`config.mk`:
```
export PLATFORM = sky130hd
export DESIGN_NAME = popcount_stream_flat
export DESIGN_NICKNAME = d
export VERILOG_FILES = /design/src/rtl/popcount_pkg.sv /design/src/rtl/popcount_stream_if.sv /design/src/rtl/popcount_lane.sv /design/src/rtl/popcount_stream.sv /design/src/flat_wrapper.sv
export SDC_FILE = /design/constraint.sdc
export NUM_CORES = 1
export LEC_CHECK = 0
export CORE_MARGIN = 8
export CORE_UTILIZATION = 55
export DETAILED_ROUTE_END_ITERATION = 8
export DONT_BUFFER_PORTS = 1
export PLACE_DENSITY = 0.7
export SLEW_MARGIN = 30
export SYNTH_ARGS = -nofsm -noshare
export SYNTH_HDL_FRONTEND = slang
export SYNTH_SLANG_ARGS = --single-unit
```
`constraint.sdc`:
```
create_clock -name CLK -period 4.8 [get_ports CLK]
set_input_delay 0.72 -clock CLK [delete_from_list [all_inputs] [get_ports CLK]]
set_output_delay 0.72 -clock CLK [all_outputs]
set_load 0.01 [all_outputs]
```
`src/rtl/popcount_pkg.sv`:
```
// Shared types and width helpers for the streaming population counter.
// Any block that sizes a bit count from a vector width uses cnt_w.
package popcount_pkg;

  typedef enum logic {
    MODE_SINGLE = 1'b0,
    MODE_ACCUM  = 1'b1
  } pc_mode_t;

  // Bits needed to hold a count of 0..w set bits.
  function automatic int cnt_w(input int w);
    return $clog2(w + 1);
  endfunction

endpackage

```
`src/rtl/popcount_stream_if.sv`:
```
// Input beat and output result handshakes of popcount_stream, bundled as one bus.
// slave is the counter's view of the bus; master is the view of whatever drives it.
interface popcount_stream_if #(
  parameter int WIDTH = 32,
  parameter int ACC_W = 16
);
  logic             in_valid;
  logic             in_ready;
  logic [WIDTH-1:0] in_data;
  logic             in_last;
  logic             in_mode;
  logic             out_valid;
  logic             out_ready;
  logic [ACC_W-1:0] out_count;
  logic             out_sat;

  modport master (
    output in_valid, in_data, in_last, in_mode, out_ready,
    input  in_ready, out_valid, out_count, out_sat
  );

  modport slave (
    input  in_valid, in_data, in_last, in_mode, out_ready,
    output in_ready, out_valid, out_count, out_sat
  );
endinterface

```
`src/rtl/popcount_lane.sv`:
```
// Combinational population count of one LANE-bit slice of an input beat.
// The adder chain is left to synthesis to rebalance into a full-adder tree.
module popcount_lane
  import popcount_pkg::*;
#(
  parameter int LANE = 8
) (
  input  logic [LANE-1:0]            i_bits,
  output logic [$clog2(LANE+1)-1:0]  o_cnt
);
  localparam int CW = cnt_w(LANE);

  always_comb begin
    o_cnt = '0;
    for (int b = 0; b < LANE; b++) begin
      o_cnt = o_cnt + CW'(i_bits[b]);
    end
  end
endmodule

```
`src/rtl/popcount_stream.sv`:
```
// Two-stage streaming popcount: lane counts registered in stage 1, lane sum plus
// frame accumulation with saturation in stage 2; valid/ready on both sides.
module popcount_stream
  import popcount_pkg::*;
#(
  parameter int WIDTH = 32,
  parameter int LANE  = 8,
  parameter int ACC_W = 16
) (
  input  logic              CLK,
  input  logic              ASYNCRESETN,
  popcount_stream_if.slave  bus
);
  localparam int CNT_W = cnt_w(WIDTH);
  localparam int NL    = WIDTH / LANE;
  localparam int LW    = cnt_w(LANE);
  localparam logic [ACC_W-1:0] ACC_MAX = '1;

  if ((WIDTH % LANE) != 0) begin : g_bad_lane
    $error("popcount_stream: WIDTH must be a multiple of LANE");
  end
  if (ACC_W < CNT_W) begin : g_bad_acc
    $error("popcount_stream: ACC_W too narrow for one beat count");
  end

  logic [LW-1:0]    w_lane_cnt [NL];
  logic [LW-1:0]    r_lane_cnt [NL];
  logic             r_s1_valid;
  logic             r_s1_last;
  pc_mode_t         r_s1_mode;
  logic [ACC_W-1:0] r_acc;
  logic             r_acc_sat;
  logic             r_out_valid;
  logic [ACC_W-1:0] r_out_count;
  logic             r_out_sat;

  logic             w_adv2;
  logic             w_accept;
  logic [CNT_W-1:0] w_sum;
  logic [ACC_W:0]   w_acc_sum;
  logic             w_clamp;
  logic [ACC_W-1:0] w_acc_clamped;

  genvar gi;
  for (gi = 0; gi < NL; gi++) begin : g_lane
    popcount_lane #(.LANE(LANE)) u_lane (
      .i_bits (bus.in_data[gi*LANE +: LANE]),
      .o_cnt  (w_lane_cnt[gi])
    );
  end

  // Stage 2 may move whenever the output register is empty or being drained.
  assign w_adv2   = !r_out_valid || bus.out_ready;
  assign w_accept = bus.in_valid && bus.in_ready;

  assign bus.in_ready  = !r_s1_valid || w_adv2;
  assign bus.out_valid = r_out_valid;
  assign bus.out_count = r_out_count;
  assign bus.out_sat   = r_out_sat;

  always_ff @(posedge CLK) begin
    if (w_accept) begin
      r_lane_cnt <= w_lane_cnt;
      r_s1_mode  <= pc_mode_t'(bus.in_mode);
      r_s1_last  <= bus.in_last;
    end
  end

  always_comb begin
    w_sum = '0;
    for (int k = 0; k < NL; k++) begin
      w_sum = w_sum + CNT_W'(r_lane_cnt[k]);
    end
  end

  // One extra bit catches overflow; acc <= ACC_MAX and sum <= WIDTH so it never wraps.
  assign w_acc_sum     = {1'b0, r_acc} + (ACC_W+1)'(w_sum);
  assign w_clamp       = w_acc_sum[ACC_W];
  assign w_acc_clamped = w_clamp ? ACC_MAX : w_acc_sum[ACC_W-1:0];

  always_ff @(posedge CLK or negedge ASYNCRESETN) begin
    if (!ASYNCRESETN) begin
      r_s1_valid  <= 1'b0;
      r_acc       <= '0;
      r_acc_sat   <= 1'b0;
      r_out_valid <= 1'b0;
      r_out_count <= '0;
      r_out_sat   <= 1'b0;
    end else begin
      if (w_accept) begin
        r_s1_valid <= 1'b1;
      end else if (w_adv2) begin
        r_s1_valid <= 1'b0;
      end

      if (w_adv2) begin
        r_out_valid <= 1'b0;
        if (r_s1_valid) begin
          if (r_s1_mode == MODE_SINGLE) begin
            r_out_valid <= 1'b1;
            r_out_count <= ACC_W'(w_sum);
            r_out_sat   <= 1'b0;
          end else if (!r_s1_last) begin
            r_acc     <= w_acc_clamped;
            r_acc_sat <= r_acc_sat | w_clamp;
          end else begin
            r_out_valid <= 1'b1;
            r_out_count <= w_acc_clamped;
            r_out_sat   <= r_acc_sat | w_clamp;
            r_acc       <= '0;
            r_acc_sat   <= 1'b0;
          end
        end
      end
    end
  end
endmodule

```
`src/flat_wrapper.sv`:
```
// flat-port wrapper written by rule: the top's interface ports become plain ports
module popcount_stream_flat import popcount_pkg::*;
#(
  parameter int WIDTH = 32,
  parameter int LANE  = 8,
  parameter int ACC_W = 16
)
  (CLK, ASYNCRESETN, bus_in_valid, bus_in_data, bus_in_last, bus_in_mode, bus_out_ready, bus_in_ready, bus_out_valid, bus_out_count, bus_out_sat);
  popcount_stream_if #(.WIDTH(WIDTH), .ACC_W(ACC_W)) bus_i ();
  input  logic CLK;
  input  logic ASYNCRESETN;
  input wire logic [$bits(bus_i.in_valid)-1:0] bus_in_valid;
  input wire logic [$bits(bus_i.in_data)-1:0] bus_in_data;
  input wire logic [$bits(bus_i.in_last)-1:0] bus_in_last;
  input wire logic [$bits(bus_i.in_mode)-1:0] bus_in_mode;
  input wire logic [$bits(bus_i.out_ready)-1:0] bus_out_ready;
  output wire logic [$bits(bus_i.in_ready)-1:0] bus_in_ready;
  output wire logic [$bits(bus_i.out_valid)-1:0] bus_out_valid;
  output wire logic [$bits(bus_i.out_count)-1:0] bus_out_count;
  output wire logic [$bits(bus_i.out_sat)-1:0] bus_out_sat;
  assign bus_i.in_valid = bus_in_valid;
  assign bus_i.in_data = bus_in_data;
  assign bus_i.in_last = bus_in_last;
  assign bus_i.in_mode = bus_in_mode;
  assign bus_i.out_ready = bus_out_ready;
  assign bus_in_ready = bus_i.in_ready;
  assign bus_out_valid = bus_i.out_valid;
  assign bus_out_count = bus_i.out_count;
  assign bus_out_sat = bus_i.out_sat;
  popcount_stream #(.WIDTH(WIDTH), .LANE(LANE), .ACC_W(ACC_W)) u_core (.CLK(CLK), .ASYNCRESETN(ASYNCRESETN), .bus(bus_i));
endmodule
```
==> results.md, run 1 <==
* Primary FF master, synth: dfrtp_1
* Largest area contributor in the netlist: dfrtp_1
* Xor and xnor area share after synthesis at 0.0435
* Layout cells sized above 1 at 0.0310
* First-pass DRT Iterations at 4
* Highest fanout seen on the critical path at 12
* Most frequent cells after synthesis: 53 x inv_1, 36 x dfrtp_1, 35 x nand2_1
* Lkg Pwr at around 1.9 nW
* IO Count at 57
* Postcts setup bufs at 0
* WS Path Type: reg -> reg
* Setup TNS at 0 ns
* Compound-Gate Fraction of Synth Area at 0.134
* Critical path endpoint category: flip-flop
* Fmax at 231 MHz
* Largest net degree at the start of global routing at 37
* Overall die height at a little under 100 um
* Final setup viols at 0
* Synth Instances at roughly 360
* RR Startpoint: u_core.r_lane_cnt[8]
* Final Hold Fails at 0
* CTS tree: yes
* Die X at approximately 97 um
* Critical-path cell list: ha_1, fa_1, fa_1, ha_1, fa_1, a21o_1, a21o_1, ha_1, o2111a_1, nand4_1, a21oi_1, nor2_1, a311oi_1
* Max_slew headroom at 0.495
* Clock Sink Count at 54
* Worst endpoint required time at about 5.0 ns
* Crit path buf inv count at 0
* Resized cells post-CTS at 0
* Status: completed
* Power per Cell Area at approximately 590 nW/um2
* Register area share after synthesis at 0.398
* CTS Hold Bufs at 0
* CTS buffer count at 5
* Rows at 29
* Mapped Nets at around 450
* RSZ-0062 raised after global routing: false
* Async SR Flop Fraction at 0.667
* Clock Path Buffers at 2
* Worst slack, placed at roughly 0.51 ns
* Final antenna-violating net count at 0
* Simple-Gate Fraction of Synth Area at 0.117
* Mapped Area at 3620 um2
* Nets at between 400 and 500
* H-tree levels at 2
* Vias in the first global route at between 2000 and 2500
* CTS clk-pin slew, worst paths at around 0.09 ns
* Wire length per cell at between 15 and 20 um
* Core Box Area at 6350 um2
* Yosys Warn Count at 0
* Setup crit start: u_core.r_lane_cnt[8]
* Critical Path AT at about 4.5 ns
* Post-synth EDFFs at 18
* Syn-to-layout area delta at 2.83%
* Post-Synth Adder-Cell Area at 0.217
* GRT Resource Usage Total at 0.146
* Final worst-path cycle share at 0.901
* Slew @ Worst Pin at 0.757 ns
* Max-Cap Viols at 0
* Post-route setup slack at between 0.4 and 0.5 ns
* Final std cells w/o fill at 432
* Placed cells at approximately 420
* #FFs+latches synth at between 50 and 60
* Top-count cell post-synth: inv_1
* Minimum clock period at 4.32 ns
* Slowest library cell on the worst path: fa_1
* Antenna violations before repair at 1
* Crit-path leading delay family: adder cells
* Worst path max stage delay at 0.51 ns
* GPL Wtd Cong at around 0.85
* 1st-iter DRT viols at between 100 and 150
* Slew Viols, Final at 0
* Remaining DRCs at 0
* First-pass GRT wire length at about 12000 um
* Vias/cell at 5.55
* Synth cell types at 42
* Max VDD drop at ~0.41 mV
* Final Skew at roughly 0.0085 ns
* Mux cell area share after synthesis at 0.0138
* Share of the synthesized area in the top cell type at 0.249
* Gr ovfl total at 0
* IO Port Bufs at 0
* DIE AREA at ~9400 um2
* HP Class: in -> async
* Final Routed Wirelength at 6800 um
* HPWL after DPL at 5340 um
* R2r setup slk at approximately 0.48 ns
* Top cells by area, synth: dfrtp_1 25%, edfxtp_1 15%, fa_1 13%
* Nature of the critical path startpoint: flip-flop
* N_diodes at 0
* Largest family of logic cells by synthesized area: adder cells
* Initial Utilization at 0.570
* Via count at approximately 2400
* Clock Tree Root: clkbuf_8
* Clk Latency, worst-skew pair at just over 0.3 ns
* Mean Syn Cell Area at about 10 um2
-- final timing paths --
kind	to	cells past startpoint
hold reg to reg	u_core.r_acc[0]	2
setup reg to reg	u_core.r_acc[7]	13
max in group asynchronous	u_core.r_acc[14]	0
min in group CLK	u_core.r_acc[0]	2
setup / recovery	u_core.r_acc[7]	13
hold / removal	u_core.r_acc[4]	0
-- per-stage QoR --
step           total power, mW   util  hold slack, ns  cell area [um2]
2_1_floorplan             1.70      -           0.424             3620
3_3_place_gp              1.93  0.573           0.426             3640
3_5_place_dp              1.97  0.573           0.426             3640
4_1_cts                   2.23  0.586          0.0850             3720
5_1_grt                   2.41  0.586          0.0773             3720
6_report                  2.21  0.586          0.0896             3720
-- cell type report --
type	count	area, um2
tap	77	96.3
inverter	53	199
multi-input combinational	240	1910
sequential	54	1440
fill	569	2630
clock buffer	6	72.6
clock inverter	2	8.76
-- layer usage --
metal / global-route usage / share of wire / wire length [um]
met1: 0.170 / 0.42 / 2880
met3: 0.0427 / 0.056 / 382
met2: 0.254 / 0.51 / 3480
met4: 0.0355 / 0.0075 / 51
met5: 0 / 0.0012 / 8
-- cells in the final DEF (no fill, tap or decap), types with 4 or more instances in the layout --
cell type,netlist,final
edfxtp_1,18,18
ha_1,26,26
a21oi_1,20,20
mux2i_1,5,5
a31oi_1,4,4
nor2_1,19,19
o21ai_0,22,22
and2_1,5,5
clkbuf_8,0,5
o31ai_1,4,4
and3_1,4,4
nand3_1,8,8
nor3_1,6,6
fa_1,23,23
dfrtp_1,36,36
a21o_1,11,11
xor2_1,7,7
xnor2_1,11,11
a211oi_1,4,4
inv_1,53,53
nor2b_1,4,4
nand2_1,35,35
-- cells by family (layout without fill, tap and decap cells) --
group	count (synthesis)	in the layout
compound gates	77	77
xor+xnor	18	18
fa+ha+maj	49	49
buf+inv	67	61
flops	54	54
mux	5	5
simple gates	91	91
-- where the power goes --
group | switching, mW | internal (mW)
Sequential | 0.0785 | 0.581
Combinational | 0.757 | 0.546
Clock | 0.144 | 0.101
Total | 0.980 | 1.23
-- registers in the layout, summed over array words and instances, names as in the netlist --
register              count
u_core.r_s1_last          1
u_core.r_s1_mode          1
u_core.r_s1_valid         1
u_core.bus.out_valid      1
u_core.bus.out_count     16
u_core.r_acc_sat          1
u_core.r_lane_cnt        16
u_core.r_acc             16
u_core.bus.out_sat        1
-- worst register-to-register path, delay by kind of cell (launching register included) --
| family | cells | cell delay, ns |
|---|---|---|
| fa+ha+maj | 6 | 2.17 |
| flops | 1 | 0.38 |
| simple gates | 2 | 0.48 |
| compound gates | 5 | 1.20 |
No activity file was read; power rests on OpenSTA's default activity.
==> run 2, diff against run 1 <==
--- a/config.mk
+++ b/config.mk
@@ -5,6 +5,7 @@
 export SDC_FILE = /design/constraint.sdc
 export NUM_CORES = 1
 export LEC_CHECK = 0
+export ABC_AREA = 1
 export CORE_MARGIN = 8
 export CORE_UTILIZATION = 55
 export DETAILED_ROUTE_END_ITERATION = 8
==> results.md, run 2 <==
* Most common cell after layout, fill and taps aside: nand2_1
* Max VDD drop at 0.326 mV
* Max_slew headroom at 0.469
* Placed Area at 3860 um2
* Mapped Area at approximately 3800 um2
* Syn-to-layout area delta at 4.48%
* Compound-Gate Fraction of Synth Area at 0.0356
* Slew @ Worst Pin at 0.796 ns
* Simple-Gate Fraction of Synth Area at 0.254
* First-pass GRT wire length at ~13000 um
* IO Count at between 50 and 60
* WS Path Type: reg -> reg
* Mux cell area share after synthesis at 0
* Wire length on met2 at 3900 um
* Setup TNS at 0 ns
* Clock power frac at 0.121
* Layout cells sized above 1 at 0.0643
* Final setup viols at 0
* Final Routed Wirelength at approximately 7400 um
* Mapped Nets at approximately 540
* 1st-iter DRT viols at ~110
* Routed length on met1 at between 3000 and 4000 um
* Highest fanout seen on the critical path at 17
* #FFs+latches synth at 54
* Clock Tree Root: clkbuf_8
* Wire length per cell at roughly 14 um
* CTS tree: yes
* Fmax at 258 MHz
* Core Box Area at roughly 6800 um2
* Max-Cap Viols at 0
* Fillers at between 500 and 600
* Resized cells post-CTS at 0
* Synth Instances at 450
* Largest area contributor in the netlist: dfrtp_1
* Initial Utilization at 0.562
* Top cells by area, synth: dfrtp_1 24%, nand2_1 15%, edfxtp_1 14%
* Power per Cell Area at 606 nW/um2
* Total Power at approximately 2.4 mW
* Most frequent cells after synthesis: 149 x nand2_1, 87 x inv_1, 36 x dfrtp_1
* Synth cell types at 30
* Post-synth EDFFs at 18
* Postcts setup bufs at 0
* P_sw at approximately 1.1 mW
* Share of the synthesized area in the top cell type at 0.237
* GRT Resource Usage Total at 0.158
* Overall die height at about 99 um
* Vias in the first global route at 2879
* First-pass DRT Iterations at 4
* CTS buffer count at 5
* Top-count cell post-synth: nand2_1
* CTS Hold Bufs at 0
* Rows at 30
* Clock Sink Count at 54
* Xor and xnor area share after synthesis at 0.0254
* Clock Path Buffers at 2
* Final worst-path cycle share at 0.806
* Gr ovfl total at 0
* Critical path endpoint category: flip-flop
* Yosys Warn Count at 0
* Post-Synth Adder-Cell Area at 0.207
* Mean Syn Cell Area at around 8.4 um2
* Slew Viols, Final at 0
* Nature of the critical path startpoint: flip-flop
* DIE AREA at about 10000 um2
* Via count at roughly 2700
* Final Skew at between 0.006 and 0.007 ns
* CTS clk-pin slew, worst paths at roughly 0.1 ns
* Power share of the sequential group at 0.276
* Final Hold Fails at 0
* Final instance area at roughly 4000 um2
* HPWL after DPL at 5880 um
* Vias/cell at about 5
* Multi-input logic area at between 1500 and 2000 um2
* Lkg Pwr at roughly 2.2 nW
* HP Class: in -> async
* Fin util at 0.587
* RSZ-0062 raised after global routing: false
* Async SR Flop Fraction at 0.667
* Combinational share of power at 0.603
* Remaining DRCs at 0
* Commonest non-fill, non-tap cells in the layout: 149 x nand2_1, 87 x inv_1, 36 x dfrtp_1, 28 x nand3_1, 26 x ha_1
* Max Used Layer: met4
* Die X at 99.1 um
* Minimum clock period at roughly 3.9 ns
* Final antenna-violating net count at 0
* Register area share after synthesis at 0.379
* Clk Latency, worst-skew pair at just over 0.3 ns
* Sequential standard cell area at ~1400 um2
* H-tree levels at 2
* Met3 WL post-DR at ~400 um
* Largest net degree at the start of global routing at 37
* GPL Wtd Cong at ~0.90
* Sw Ratio at 0.464
* Internal power at between 1 and 1.5 mW
* Worst endpoint required time at 5.01 ns
* Largest family of logic cells by synthesized area: simple AND/OR/NAND/NOR gates
* Critical Path AT at between 4 and 5 ns
* Status: completed
* Nets at ~540
* Primary FF master, synth: dfrtp_1
* IO Port Bufs at 0
* Antenna violations before repair at 0
* N_diodes at 0
[run 2: cell count changes after synthesis, sizes merged, moves of 5 or more]
cell   previous run  this run
nand2            35       155
inv              53        88
nand3             8        38
a21oi            20         6
a21o             11         0
o21ai            23        12
and2              5         0
and3              5         0
buf              10         5
mux2i             5         0
nor3              6         1
[run 2: logic make-up after synthesis]
kind of cell	count (synthesis)
adder cells (fa/ha/maj)	49
XOR/XNOR	11
AND/OR/NAND/NOR	217
flip-flops	54
buffers and inverters	96
AO/OA/AOI/OAI	23
[run 2: layout make-up]
type,count,area share
clock inverters,2,0.00315
flip-flops and latches,54,0.363
inverters,88,0.0832
clock buffers,6,0.0236
repair buffers,1,0.00189
multi-input cells,300,0.500
well taps,80,0.0252
[run 2: power by group through the flow]
stage	sequential (mW)	clock, mW	combinational (mW)
floorplan	0.651	0	1.16
global placement	0.677	0	1.39
detailed placement	0.675	0	1.44
CTS	0.667	0.296	1.45
global route	0.675	0.313	1.66
finish	0.663	0.291	1.45
[run 2: worst paths after layout]
path	from	endpoint	slack, ns	depth (start not counted)
worst min register to register	u_core.r_acc[0]	u_core.r_acc[0]	0.51	2
worst max-delay path	u_core.r_lane_cnt[8]	u_core.bus.out_count[0]	0.93	17
worst max register to register	u_core.r_lane_cnt[8]	u_core.bus.out_count[0]	0.93	17
max in group asynchronous	ASYNCRESETN	u_core.r_acc[8]	4.62	0
worst min-delay path	ASYNCRESETN	u_core.bus.out_count[9]	0.09	0
min in group CLK	bus_in_mode	u_core.r_s1_mode	0.49	0
[run 2: critical path, cell delays in order (launching register included)]
cell and delay [ns]:
edfxtp_1 0.38, ha_1 0.23, fa_1 0.41, xnor2_1 0.15
fa_1 0.48, inv_1 0.07, fa_1 0.45, nand2_1 0.08
nand2_1 0.05, a21oi_1 0.11, inv_1 0.07, ha_1 0.35
a21oi_2 0.25, o21ai_2 0.12, nand2_4 0.23, nand2_1 0.11
o21ai_0 0.17, nand2_1 0.06
[run 2: layer usage]
layer,up-vias,track usage
li1,1378,-
met1,1294,0.170
met2,59,0.298
met3,6,0.0370
met4,0,0.0477
met5,-,0
[run 2: stage by stage]
step	hold WS [ns]	worst slack, ns	std cells
finish	0.0897	0.931	531
global route	0.0699	0.622	531
CTS	0.0829	0.920	531
detailed placement	0.427	0.949	523
global placement	0.426	1.02	523
floorplan	0.424	1.19	450
==> run 3, diff against run 2 <==
--- a/config.mk
+++ b/config.mk
@@ -10,7 +10,7 @@
 export CORE_UTILIZATION = 55
 export DETAILED_ROUTE_END_ITERATION = 8
 export DONT_BUFFER_PORTS = 1
-export PLACE_DENSITY = 0.7
+export PLACE_DENSITY = 0.73
 export SLEW_MARGIN = 30
 export SYNTH_ARGS = -nofsm -noshare
 export SYNTH_HDL_FRONTEND = slang
==> constraint.sdc (replaced) <==
create_clock -name CLK -period 3.3 [get_ports CLK]
set_input_delay 0.495 -clock CLK [delete_from_list [all_inputs] [get_ports CLK]]
set_output_delay 0.495 -clock CLK [all_outputs]
set_load 0.01 [all_outputs]
==> results.md, run 3 (synthesis gave the netlist of run 2 again) <==
* Status: complete, but fails checks
* Violations in the final reports: hold timing, setup timing
* GPL Wtd Cong at around 0.89
* Slew Viols, Final at 0
* Nature of the critical path startpoint: flip-flop
* Clk Latency, worst-skew pair at around 0.32 ns
* First-pass DRT Iterations at 4
* CTS buffer count at 5
* R2R Path End: u_core.bus.out_count[15]
* Fmax at between 200 and 300 MHz
* Initial Utilization at 0.562
* IO Port Bufs at 0
* Worst endpoint required time at approximately 3.5 ns
* Clock Path Buffers at 2
* Max VDD drop at just over 0.8 mV
* Reg2Reg Depth at 20
* Multi-input logic area at roughly 2200 um2
* Nets at around 560
* Placed cells at 538
* Clock Tree Root: clkbuf_8
* Fillers at around 520
* Syn-to-layout area delta at 15.9%
* Final antenna-violating net count at 0
* Post-route setup slack at -0.483 ns
* Core Box Area at 6760 um2
* Lkg Pwr at 2.37 nW
* Final Skew at 0.00946 ns
* Max-Cap Viols at 0
* Commonest non-fill, non-tap cells in the layout: 140 x nand2_1, 86 x inv_1, 36 x dfrtp_1, 25 x nand3_1
* CTS clk-pin slew, worst paths at approximately 0.1 ns
* Total Power at roughly 4.4 mW
* Layout cells sized above 1 at 0.183
* Sequential standard cell area at roughly 1400 um2
* Antenna violations before repair at 0
* Final Hold Fails at 8
* HPWL after DPL at a little under 6000 um
* Final instance area at around 4400 um2
* Critical path endpoint category: flip-flop
* Gr ovfl total at 0
* Highest fanout seen on the critical path at 5
* Vias in the first global route at between 3000 and 4000
* GRT Resource Usage Total at 0.170
* Final setup viols at 34
* 1st-iter DRT viols at around 170
* WHS at -0.00474 ns
* CTS tree: yes
* H-tree levels at 2
* Clock Sink Count at 54
* First-pass GRT wire length at approximately 14000 um
* Vias/cell at roughly 5.3
* Remaining DRCs at 0
* Power per Cell Area at slightly above 1000 nW/um2
* Die X at between 90 and 100 um
* Minimum clock period at around 3.8 ns
* RR Startpoint: u_core.r_lane_cnt[9]
* Most common cell after layout, fill and taps aside: nand2_1
* DIE AREA at a little under 10000 um2
* IO Count at 57
* N_diodes at 0
* Max_slew headroom at 0.432
* Largest net degree at the start of global routing at 37
* Wire length per cell at between 10 and 15 um
* Final Routed Wirelength at slightly above 8000 um
* Final worst-path cycle share at 1.15
* Placed Area at between 4000 and 5000 um2
* R2r setup slk at -0.48 ns
* RSZ-0062 raised after global routing: true
* Rows at 30
* Final std cells w/o fill at 555
* Critical Path AT at 4.00 ns
* Overall die height at between 90 and 100 um
* Via count at roughly 3000
* WS Path Type: reg -> reg
* HP Class: in -> async
* Slew @ Worst Pin at about 0.85 ns
==> run 3: critical path, cell delays in order (launching register included) <==
cell	delay, ns
edfxtp_1	0.43
buf_4	0.16
fa_2	0.42
xnor2_2	0.15
fa_1	0.48
inv_1	0.07
fa_2	0.42
nand2_1	0.09
nand2_1	0.06
a21oi_2	0.12
inv_2	0.06
ha_4	0.31
nand2_2	0.10
nor2_1	0.20
nand2_1	0.14
nand2_4	0.13
nand2_1	0.06
nand2_1	0.07
nand3_2	0.08
nand2_1	0.07
nand2_1	0.06
==> run 3: worst max path at each step <==
stage                               start                  endpoint  slack, ns  cells past startpoint
floorplan            u_core.r_lane_cnt[8]   u_core.bus.out_count[5]      -0.15                     16
global placement    u_core.r_lane_cnt[10]  u_core.bus.out_count[13]      -0.32                     23
detailed placement   u_core.r_lane_cnt[8]  u_core.bus.out_count[12]      -0.40                     19
CTS                  u_core.r_lane_cnt[9]  u_core.bus.out_count[13]      -0.35                     21
global route         u_core.r_lane_cnt[9]  u_core.bus.out_count[15]      -0.64                     20
finish               u_core.r_lane_cnt[9]  u_core.bus.out_count[15]      -0.48                     20
==> run 3: routing by layer <==
layer | vias to the layer above | global-route usage | part of all wire
li1 | 1428 | - | -
met1 | 1414 | 0.211 | 0.44
met2 | 100 | 0.287 | 0.46
met3 | 23 | 0.0426 | 0.071
met4 | 0 | 0.0501 | 0.025
met5 | - | 0 | 0
==> run 3: through the flow <==
step | TNS [ns] | utilization | setup slack (ns)
4_1_cts | -9.96 | 0.626 | -0.351
6_report | -12.57 | 0.651 | -0.483
3_3_place_gp | -8.68 | 0.594 | -0.322
2_1_floorplan | -2.38 | - | -0.148
3_5_place_dp | -10.85 | 0.594 | -0.400
5_1_grt | -18.17 | 0.651 | -0.639
==> run 3: cell type report <==
type / instances / share of cell area
Multi-Input combinational cell: 301 / 0.502
Sequential cell: 54 / 0.327
Inverter: 88 / 0.0750
Timing Repair Buffer: 24 / 0.0475
Tap cell: 80 / 0.0227
Clock buffer: 6 / 0.0213
Clock inverter: 2 / 0.00426
==> run 3: power by group <==
part	switching (mW)	internal (mW)
logic	1.66	1.38
clock network	0.231	0.201
registers	0.123	0.850
total	2.01	2.43
==> run 3: what timing repair did <==
action	in CTS	in global routing
endpoints found under the setup margin	34	34
pin swaps	4	7
resized for setup	12	33
endpoints found under the hold margin	36	0
gates cloned	1	0
hold buffers	1	0
buffers inserted	2	6
